`src/rtl/alu_pipe.sv`:
```
// Registered ALU stage with valid/ready handshakes, saturating ADD/SUB and an
// iterative shift-add signed multiply that stalls the input side while it runs.
module alu_pipe #(
    parameter int WIDTH = 16,
    parameter bit SAT   = 1'b1,
    parameter int SHW   = $clog2(WIDTH)
) (
    input  logic             clk,
    input  logic             rst_n,
    input  logic             in_valid,
    output logic             in_ready,
    input  logic [WIDTH-1:0] src0,
    input  logic [WIDTH-1:0] src1,
    input  logic [3:0]       alu_op,
    input  logic [SHW-1:0]   sh_amt,
    output logic             out_valid,
    input  logic             out_ready,
    output logic [WIDTH-1:0] dst,
    output logic             ov,
    output logic             zr,
    output logic             ng,
    output logic [1:0]       dbg_state
);

    localparam int MSB  = WIDTH - 1;
    localparam int HALF = WIDTH / 2;
    localparam int CNTW = $clog2(WIDTH);

    localparam logic [3:0] OP_ADD = 4'd0;
    localparam logic [3:0] OP_SUB = 4'd1;
    localparam logic [3:0] OP_AND = 4'd2;
    localparam logic [3:0] OP_NOR = 4'd3;
    localparam logic [3:0] OP_SLL = 4'd4;
    localparam logic [3:0] OP_SRL = 4'd5;
    localparam logic [3:0] OP_SRA = 4'd6;
    localparam logic [3:0] OP_LHB = 4'd7;
    localparam logic [3:0] OP_MUL = 4'd8;

    localparam logic [WIDTH-1:0] MAXV     = {1'b0, {(WIDTH-1){1'b1}}};
    localparam logic [WIDTH-1:0] MINV     = {1'b1, {(WIDTH-1){1'b0}}};
    localparam logic [CNTW-1:0]  CNT_LAST = CNTW'(WIDTH - 1);
    localparam logic [CNTW-1:0]  CNT_ONE  = CNTW'(1);

    typedef enum logic [1:0] {
        S_IDLE = 2'd0,
        S_RUN  = 2'd1,
        S_FIN  = 2'd2
    } state_e;

    state_e               state_q, state_d;
    logic [CNTW-1:0]      cnt_q, cnt_d;
    logic [WIDTH-1:0]     ma_q, ma_d;
    logic [WIDTH-1:0]     mb_q, mb_d;
    logic                 msign_q, msign_d;
    logic [2*WIDTH-1:0]   acc_q, acc_d;

    logic                 out_valid_q, out_valid_d;
    logic [WIDTH-1:0]     dst_q, dst_d;
    logic                 ov_q, ov_d;
    logic                 zr_q, zr_d;
    logic                 ng_q, ng_d;

    // Handshake: a transfer happens on a rising edge where valid && ready are
    // both high; ready never depends on valid from the same side.
    logic accept;
    assign in_ready = (state_q == S_IDLE) && (!out_valid_q || out_ready);
    assign accept   = in_valid && in_ready;

    // Single-cycle datapath
    logic [WIDTH-1:0] sum, dif, sat_val, alu_res;
    logic             add_ov, sub_ov, alu_ov;

    assign sum     = src0 + src1;
    assign dif     = src0 - src1;
    assign add_ov  = (src0[MSB] == src1[MSB]) && (sum[MSB] != src0[MSB]);
    assign sub_ov  = (src0[MSB] != src1[MSB]) && (dif[MSB] != src0[MSB]);
    // Overflow direction always follows src0's sign for both ADD and SUB.
    assign sat_val = src0[MSB] ? MINV : MAXV;

    always_comb begin
        alu_res = '0;
        alu_ov  = 1'b0;
        case (alu_op)
            OP_ADD: begin
                alu_ov  = add_ov;
                alu_res = (add_ov && SAT) ? sat_val : sum;
            end
            OP_SUB: begin
                alu_ov  = sub_ov;
                alu_res = (sub_ov && SAT) ? sat_val : dif;
            end
            OP_AND:  alu_res = src0 & src1;
            OP_NOR:  alu_res = ~(src0 | src1);
            OP_SLL:  alu_res = src0 << sh_amt;
            OP_SRL:  alu_res = src0 >> sh_amt;
            OP_SRA:  alu_res = $unsigned($signed(src0) >>> sh_amt);
            OP_LHB:  alu_res = {src1[HALF-1:0], src0[HALF-1:0]};
            default: begin
                alu_res = '0;
                alu_ov  = 1'b0;
            end
        endcase
    end

    // Multiply datapath: unsigned magnitudes, sign restored at the end.
    logic [WIDTH-1:0]   abs0, abs1;
    logic [2*WIDTH-1:0] partial, addend, prod;
    logic [WIDTH:0]     prod_top;
    logic               mul_ov;
    logic [WIDTH-1:0]   mul_res;

    assign abs0     = src0[MSB] ? -src0 : src0;
    assign abs1     = src1[MSB] ? -src1 : src1;
    assign partial  = {{WIDTH{1'b0}}, ma_q} << cnt_q;
    assign addend   = mb_q[cnt_q] ? partial : '0;
    assign prod     = msign_q ? -acc_q : acc_q;
    assign prod_top = prod[2*WIDTH-1:WIDTH-1];
    // In range exactly when the upper half plus the result MSB is a pure sign extension.
    assign mul_ov   = !((&prod_top) || !(|prod_top));
    assign mul_res  = (mul_ov && SAT) ? (prod[2*WIDTH-1] ? MINV : MAXV) : prod[WIDTH-1:0];

    always_comb begin
        state_d = state_q;
        cnt_d   = cnt_q;
        ma_d    = ma_q;
        mb_d    = mb_q;
        msign_d = msign_q;
        acc_d   = acc_q;
        case (state_q)
            S_IDLE: begin
                if (accept && (alu_op == OP_MUL)) begin
                    ma_d    = abs0;
                    mb_d    = abs1;
                    msign_d = src0[MSB] ^ src1[MSB];
                    acc_d   = '0;
                    cnt_d   = '0;
                    state_d = S_RUN;
                end
            end
            S_RUN: begin
                acc_d = acc_q + addend;
                cnt_d = cnt_q + CNT_ONE;
                if (cnt_q == CNT_LAST) begin
                    state_d = S_FIN;
                end
            end
            S_FIN: begin
                cnt_d   = '0;
                state_d = S_IDLE;
            end
            default: state_d = S_IDLE;
        endcase
    end

    always_comb begin
        out_valid_d = out_valid_q;
        dst_d       = dst_q;
        ov_d        = ov_q;
        zr_d        = zr_q;
        ng_d        = ng_q;
        if (out_valid_q && out_ready) begin
            out_valid_d = 1'b0;
        end
        if (accept && (alu_op != OP_MUL)) begin
            out_valid_d = 1'b1;
            dst_d       = alu_res;
            ov_d        = alu_ov;
            zr_d        = (alu_res == '0);
            ng_d        = alu_res[MSB];
        end else if (state_q == S_FIN) begin
            out_valid_d = 1'b1;
            dst_d       = mul_res;
            ov_d        = mul_ov;
            zr_d        = (mul_res == '0);
            ng_d        = mul_res[MSB];
        end
    end

    always_ff @(posedge clk or negedge rst_n) begin
        if (!rst_n) begin
            state_q     <= S_IDLE;
            cnt_q       <= '0;
            ma_q        <= '0;
            mb_q        <= '0;
            msign_q     <= 1'b0;
            acc_q       <= '0;
            out_valid_q <= 1'b0;
            dst_q       <= '0;
            ov_q        <= 1'b0;
            zr_q        <= 1'b0;
            ng_q        <= 1'b0;
        end else begin
            state_q     <= state_d;
            cnt_q       <= cnt_d;
            ma_q        <= ma_d;
            mb_q        <= mb_d;
            msign_q     <= msign_d;
            acc_q       <= acc_d;
            out_valid_q <= out_valid_d;
            dst_q       <= dst_d;
            ov_q        <= ov_d;
            zr_q        <= zr_d;
            ng_q        <= ng_d;
        end
    end

    assign out_valid = out_valid_q;
    assign dst       = dst_q;
    assign ov        = ov_q;
    assign zr        = zr_q;
    assign ng        = ng_q;
    assign dbg_state = state_q;

endmodule

```
`config.mk`:
```
export PLATFORM = sky130hd
export DESIGN_NAME = alu_pipe
export DESIGN_NICKNAME = d
export VERILOG_FILES = /design/src/rtl/alu_pipe.sv
export SDC_FILE = /design/constraint.sdc
export NUM_CORES = 1
export LEC_CHECK = 0
export ABC_AREA = 1
export ABC_CLOCK_PERIOD_IN_PS = 3500
export BUFFER_PORTS_ARGS = -buffer_cell sky130_fd_sc_hd__buf_2
export CAP_MARGIN = 5
export CORE_ASPECT_RATIO = 2
export CORE_MARGIN = 4
export CORE_UTILIZATION = 40
export DETAILED_ROUTE_END_ITERATION = 8
export PLACE_DENSITY = 0.67
export SYNTH_ARGS = -nofsm -noshare
export SYNTH_HDL_FRONTEND = slang
export SYNTH_SLANG_ARGS = --single-unit
```
`constraint.sdc`:
```
create_clock -name clk -period 3.5 [get_ports clk]
set_clock_uncertainty 0.2 [all_clocks]
set_input_delay 0 -clock clk [delete_from_list [all_inputs] [get_ports clk]]
set_output_delay 0 -clock clk [all_outputs]
set_load 0.1 [all_outputs]
```
# After elaboration in Yosys (flattened, before gate mapping)
# Index checks and enable logic that the tools add are counted.
dict set report classes {
  magnitude_cmp 1
  n_div 0
  n_mul 0
  n_eq_ne 18
  n_reduce_logical 26
  muxes 31
  n_shift 4
  n_addsub 7
  n_bitwise 4
}
# op n
set ops {}
lappend ops {{$mux W16} 9}
lappend ops {{$pmux W16 S8} 1}
lappend ops {{$mux W32} 3}
lappend ops {{$pmux W32 S2} 1}
lappend ops {{$add A32 B32 Y32} 1}
lappend ops {{$logic_not A16 Y1} 2}
lappend ops {{$neg A16 Y16} 2}
lappend ops {{$neg A32 Y32} 1}
lappend ops {{$shl A16 B4 Y32} 1}
lappend ops {{$reduce_and A17 Y1} 1}
lappend ops {{$reduce_or A17 Y1} 1}
lappend ops {{$add A16 B16 Y16} 1}
lappend ops {{$and A16 B16 Y16} 1}
lappend ops {{$eq A4 B3 Y1 const B} 4}
lappend ops {{$not A16 Y16} 1}
lappend ops {{$or A16 B16 Y16} 1}
lappend ops {{$shl A16 B4 Y16} 1}
lappend ops {{$shr A16 B4 Y16} 1}
lappend ops {{$sshr A16 B4 Y16} 1}
lappend ops {{$sub A16 B16 Y16} 1}
lappend ops {{$pmux W4 S3} 1}
lappend ops {{$mux W1} 10}
lappend ops {{$eq A4 B2 Y1 const B} 2}
lappend ops {{$eq A4 B4 Y1 const B} 2}
lappend ops {{24 further kinds} 41}
dict set report word_totals {
  output_inout_bits 23
  ram_bits 0
  latchBits 0
  wordCells 102
  memories 0
  mem_bits_ro 0
  regBits 91
}

# Logic depth before layout (Yosys ltp)
dict set report depth {
  depth_word 9
  ltp_mapped 28
  depth_no_buf 27
}

# Least setup slack after synthesis
# No wires, ideal clock.
dict set report synth_path {
  path_type {register to register}
  start {register state_q[1] (netlist: dbg_state[1])}
  end {register dst_q[12] (netlist: dst[12])}
  n_path_buf 1
  path_stages_with_launch 9
  t_arrival_ns 4.392
  setup_slack_ns -1.188
  cell_sequence {dfrtp_1 nor3_1 nand2_1 nor2_2 inv_1 nand2_1 inv_1 clkbuf_1 o31ai_1}
}
dict set report synth_between {
  elab_chain_cells 5
}
# item line
set synth_lines {}
lappend synth_lines {{start: declaration} 50} ;# state_e state_q, state_d;
lappend synth_lines {{start signal: assignment} 193} ;# state_q <= state_d;
lappend synth_lines {{$logic_not A2 Y1 *} 66} ;# assign in_ready = (state_q == S_IDLE) && (!out_valid_q || out_ready);
lappend synth_lines {{$logic_and A1 B1 Y1 *} 66}
lappend synth_lines {{net in_ready} 11} ;# output logic in_ready,
lappend synth_lines {{$logic_and A1 B1 Y1 *} 67} ;# assign accept = in_valid && in_ready;
lappend synth_lines {{$logic_and A1 B1 Y1 *} 164} ;# if (accept && (alu_op != OP_MUL)) begin
lappend synth_lines {{$mux W16 or $reduce_bool A2 Y1 (tied branches)} -}
lappend synth_lines {{end signal: assignment} 200} ;# dst_q <= dst_d;
lappend synth_lines {{end: declaration} 58} ;# logic [WIDTH-1:0] dst_q, dst_d;
# Mark *: on every way through the listed nets, which the timed path passes. The rest lies on a longest branch.
# A chain may end at the register's enable or synchronous reset.

# Worst setup path in the final report
dict set report layout_path {
  start {register cnt_q[0]}
  end {register acc_q[22]}
}
dict set report layout_between {
  elab_chain_cells 5
}
# item line
set layout_lines {}
lappend layout_lines {{start: declaration} 51} ;# logic [CNTW-1:0] cnt_q, cnt_d;
lappend layout_lines {{start signal: assignment} 194} ;# cnt_q <= cnt_d;
lappend layout_lines {{$bmux W1 S4} 115} ;# assign addend = mb_q[cnt_q] ? partial : '0;
lappend layout_lines {{$mux W1 (not written as such)} 115}
lappend layout_lines {{$mux W32 *} 115}
lappend layout_lines {{$add A32 B32 Y32 *} 141} ;# acc_d = acc_q + addend;
lappend layout_lines {{$pmux W32 S2 *} 129} ;# case (state_q)
lappend layout_lines {{end signal: assignment} 186} ;# acc_q <= '0;
lappend layout_lines {{end signal: assignment} 198} ;# acc_q <= acc_d;
lappend layout_lines {{end: declaration} 55} ;# logic [2*WIDTH-1:0] acc_q, acc_d;
# Mark *: on every way between the ends. The rest lies on a longest branch, timed or not. The select of a mux whose other input is x is not followed.

==> summary.txt <==
Run status
  – Status: finished, violations left
  – Failing checks: negative setup slack

Routing
  – Wire per inst: between 20 and 25 um
  – Number of remaining DRC errors: 0
  – Routed via count: 16127
  – Antenna Nets Post-Route: 0
  – DR iter-0 viols: 1135
  – Via density: 5.82
  – Final wirelength: between 60000 and 70000 um
  – 1st-pass router iterations: 7

Setup path
  – Startpoint types: register
  – Slowest stage delay, CP: 430 ps
  – Critical path type: reg -> reg
  – WP data arrival: 3850 ps
  – Setup crit end kind: register
  – CP max FO: 6
  – CP Data Required Time: 3530 ps
  – Most frequent CP cell: nand2_1
  – Critical path's top delay family: simple AND/OR/NAND/NOR gates
  – Slowest cell on crit path: dfrtp_2
  – WP buf/inv: 8

Yosys
  – Syn Area/Cell: 5.98 um^2
  – Yosys warns: 0
  – Cell Area, Synth: 11900 um^2
  – Post-synth ARST share: 1.00
  – Synth cell types: 59
  – Syn_nets: 2124
  – Post-synth EDFFs: 0
  – Seq cells post-synth: 90
  – Cells after synthesis: between 1500 and 2000
  – Sequential-to-total area share from yosys stat: 0.189
  – Top FF cell, synth: dfrtp_1

Timing
  – Final Cycle Share: 1.09
  – Unrepaired setup endpoints after global routing: yes
  – Setup ws final: -312 ps
  – Fmax: 262 MHz
  – Slew @ Worst Pin: around 1400 ps
  – Fin crit period: around 3800 ps
  – WHS: 16.8 ps
  – Fin. Hold Viols: 0
  – Final setup TNS: -2780 ps
  – Slew Viols, Final: 0
  – # setup viols final: 17
  – Max_slew headroom: 0.0871

GRT
  – Largest net degree at the start of global routing: 70
  – Initial antenna violation count: 0
  – Vias in the first global route: 16420
  – First-pass GRT wire length: 95500 um
  – Congestion Overflow GR: 0
  – GRT Overall Usage: 0.394

Die
  – Initial Util: 0.405
  – I/O Pins: 67
  – Cell Rows: 89
  – Die Span Y: 252 um
  – Die area: ~33000 um^2
  – Chip Width: 130 um
  – Total core area: 29400 um^2

Pwr
  – Pwr per Cell Area: 768 nW/um^2
  – Logic pwr share: 0.761
  – Psw: 7290 uW
  – Internal cell power: 5910 uW
  – Worst VDD drop: 618 uV
  – Leakage power figure: 0.00871 uW
  – Switching share of power: 0.552
  – Share of power burned in the clock network: 0.081
  – Power share of the sequential group: 0.158

Placed design
  – Dpl ws: -423 ps
  – Post-DP Area: 14700 um^2
  – I/O Buffers: 66
  – Inst Count DP: 2660
  – Detailed Place HPWL: 51100 um
  – GP Congestion: 1.11

Final layout
  – P&R area growth vs syn: 44.5%
  – Fin nets: 2537
  – FILL cells: 2819
  – Commonest non-fill, non-tap cell in the layout: nand2_1
  – Layout Cells excl Fill: 2773
  – Post-route cell area: approximately 17000 um^2
  – Most frequent cells in the layout: 520 x nand2_1, 361 x buf_4, 200 x inv_1
  – Layout cells sized above 1: 0.319

Clock tree
  – Clock latency on the worst-skew pair: 380 ps
  – Clk pin slew, worst setup/hold paths: ~80 ps
  – CTS tree: built
  – Clock sink count: 90
  – H-tree Lvls: 3
  – Clock Tree Buf Depth: 2
  – CTS root buffer: clkbuf_16
  – CTS Buf Count: 9

Run
  – Max-cap violations: 0

Min path
  – Hold/Removal Path Class: in -> reg
-- through the flow --
stage	power, uW	utilization
detailed placement	10000	0.501
floorplan	6770	-
global placement	9920	0.501
finish	13200	0.584
global route	14000	0.584
CTS	12000	0.551
-- worst register-to-register path, delay by kind of cell (launching register included) --
family          cells  cell delay [ps]
simple gates       11             1110
compound gates      6              680
flops               1              430
buf+inv             8              850
fa+ha+maj           2              400
-- synth_stat cells, drive strengths merged, types with 5 or more instances --
cell / number / area share
o221ai: 6 / 0.0044
o31ai: 8 / 0.0050
mux2i: 5 / 0.0042
clkbuf: 47 / 0.015
nand4: 25 / 0.013
xnor2: 5 / 0.0037
buf: 25 / 0.012
o21a: 9 / 0.0057
nor2: 187 / 0.063
nor3: 21 / 0.0088
nor4: 6 / 0.0032
o211ai: 17 / 0.011
o2111ai: 5 / 0.0037
xor2: 57 / 0.044
o21ai: 259 / 0.11
dfrtp: 90 / 0.19
ha: 86 / 0.090
inv: 252 / 0.080
o22ai: 17 / 0.0089
a31oi: 14 / 0.0074
a21oi: 122 / 0.052
nand3: 129 / 0.056
nand2: 556 / 0.18
-- layer usage --
layer	global-route usage	wire length (um)
met1	0.332	19200
met4	0.435	9670
met3	0.0716	3250
met2	0.706	33400
met5	0	22
-- flip-flops by register name (all words and copies together) (netlist names) --
register / count
acc_q: 32
ov: 1
cnt_q: 4
zr: 1
dbg_state: 2
dst: 16
mb_q: 16
out_valid: 1
ma_q: 16
msign_q: 1
-- power by group through the flow --
stage               logic [uW]  clock network [uW]  registers (uW)
floorplan                 4370                   0            2400
global placement          7920                   0            1990
detailed placement        8000                   0            2000
CTS                       8890                1070            2010
global route             10800                1100            2120
finish                   10000                1070            2090
-- final cells by class --
cell class / count / area, um^2 / share of cell area
Clock buffer: 11 / 243 / 0.0141
Clock inverter: 5 / 67.6 / 0.00393
Tap cell: 364 / 455 / 0.0265
Timing Repair Buffer: 474 / 3540 / 0.206
Sequential cell: 90 / 2250 / 0.131
Multi-Input combinational cell: 1574 / 9650 / 0.562
Inverter: 254 / 968 / 0.0564
Antenna cell: 1 / 2.50 / 0.000146
-- worst paths after layout --
kind                           from        end  slack, ps  cells past startpoint
max                        cnt_q[0]  acc_q[22]       -310                     27
min                        src1[11]   mb_q[12]         20                      5
max reg2reg                cnt_q[0]  acc_q[22]       -310                     27
min reg2reg                  dst[2]     dst[2]        290                      2
max in group asynchronous     rst_n   acc_q[8]       2200                      3
min in group asynchronous     rst_n     dst[4]         70                      2
-- kinds of logic (layout without fill, tap and decap cells) --
logic type / after synthesis / count (layout) / share of synthesized area
other: 0 / 1 / 0
AO/OA/AOI/OAI: 485 / 485 / 0.228
buffers and inverters: 326 / 744 / 0.107
adder cells (fa/ha/maj): 90 / 90 / 0.0972
XOR/XNOR: 62 / 62 / 0.0472
AND/OR/NAND/NOR: 932 / 932 / 0.327
multiplexers: 5 / 5 / 0.00421
flip-flops: 90 / 90 / 0.189
-- repair_timing --
item | 4_1_cts | 5_1_grt
pin swaps | 39 | 85
hold endpoints to repair | 89 | 0
hold buffers | 25 | 0
resized for setup | 163 | 233
cloned | 4 | 0
buffers inserted | 57 | 18
setup endpoints to repair | 20 | 40
Note: power is estimated with default switching activity, not from simulation.
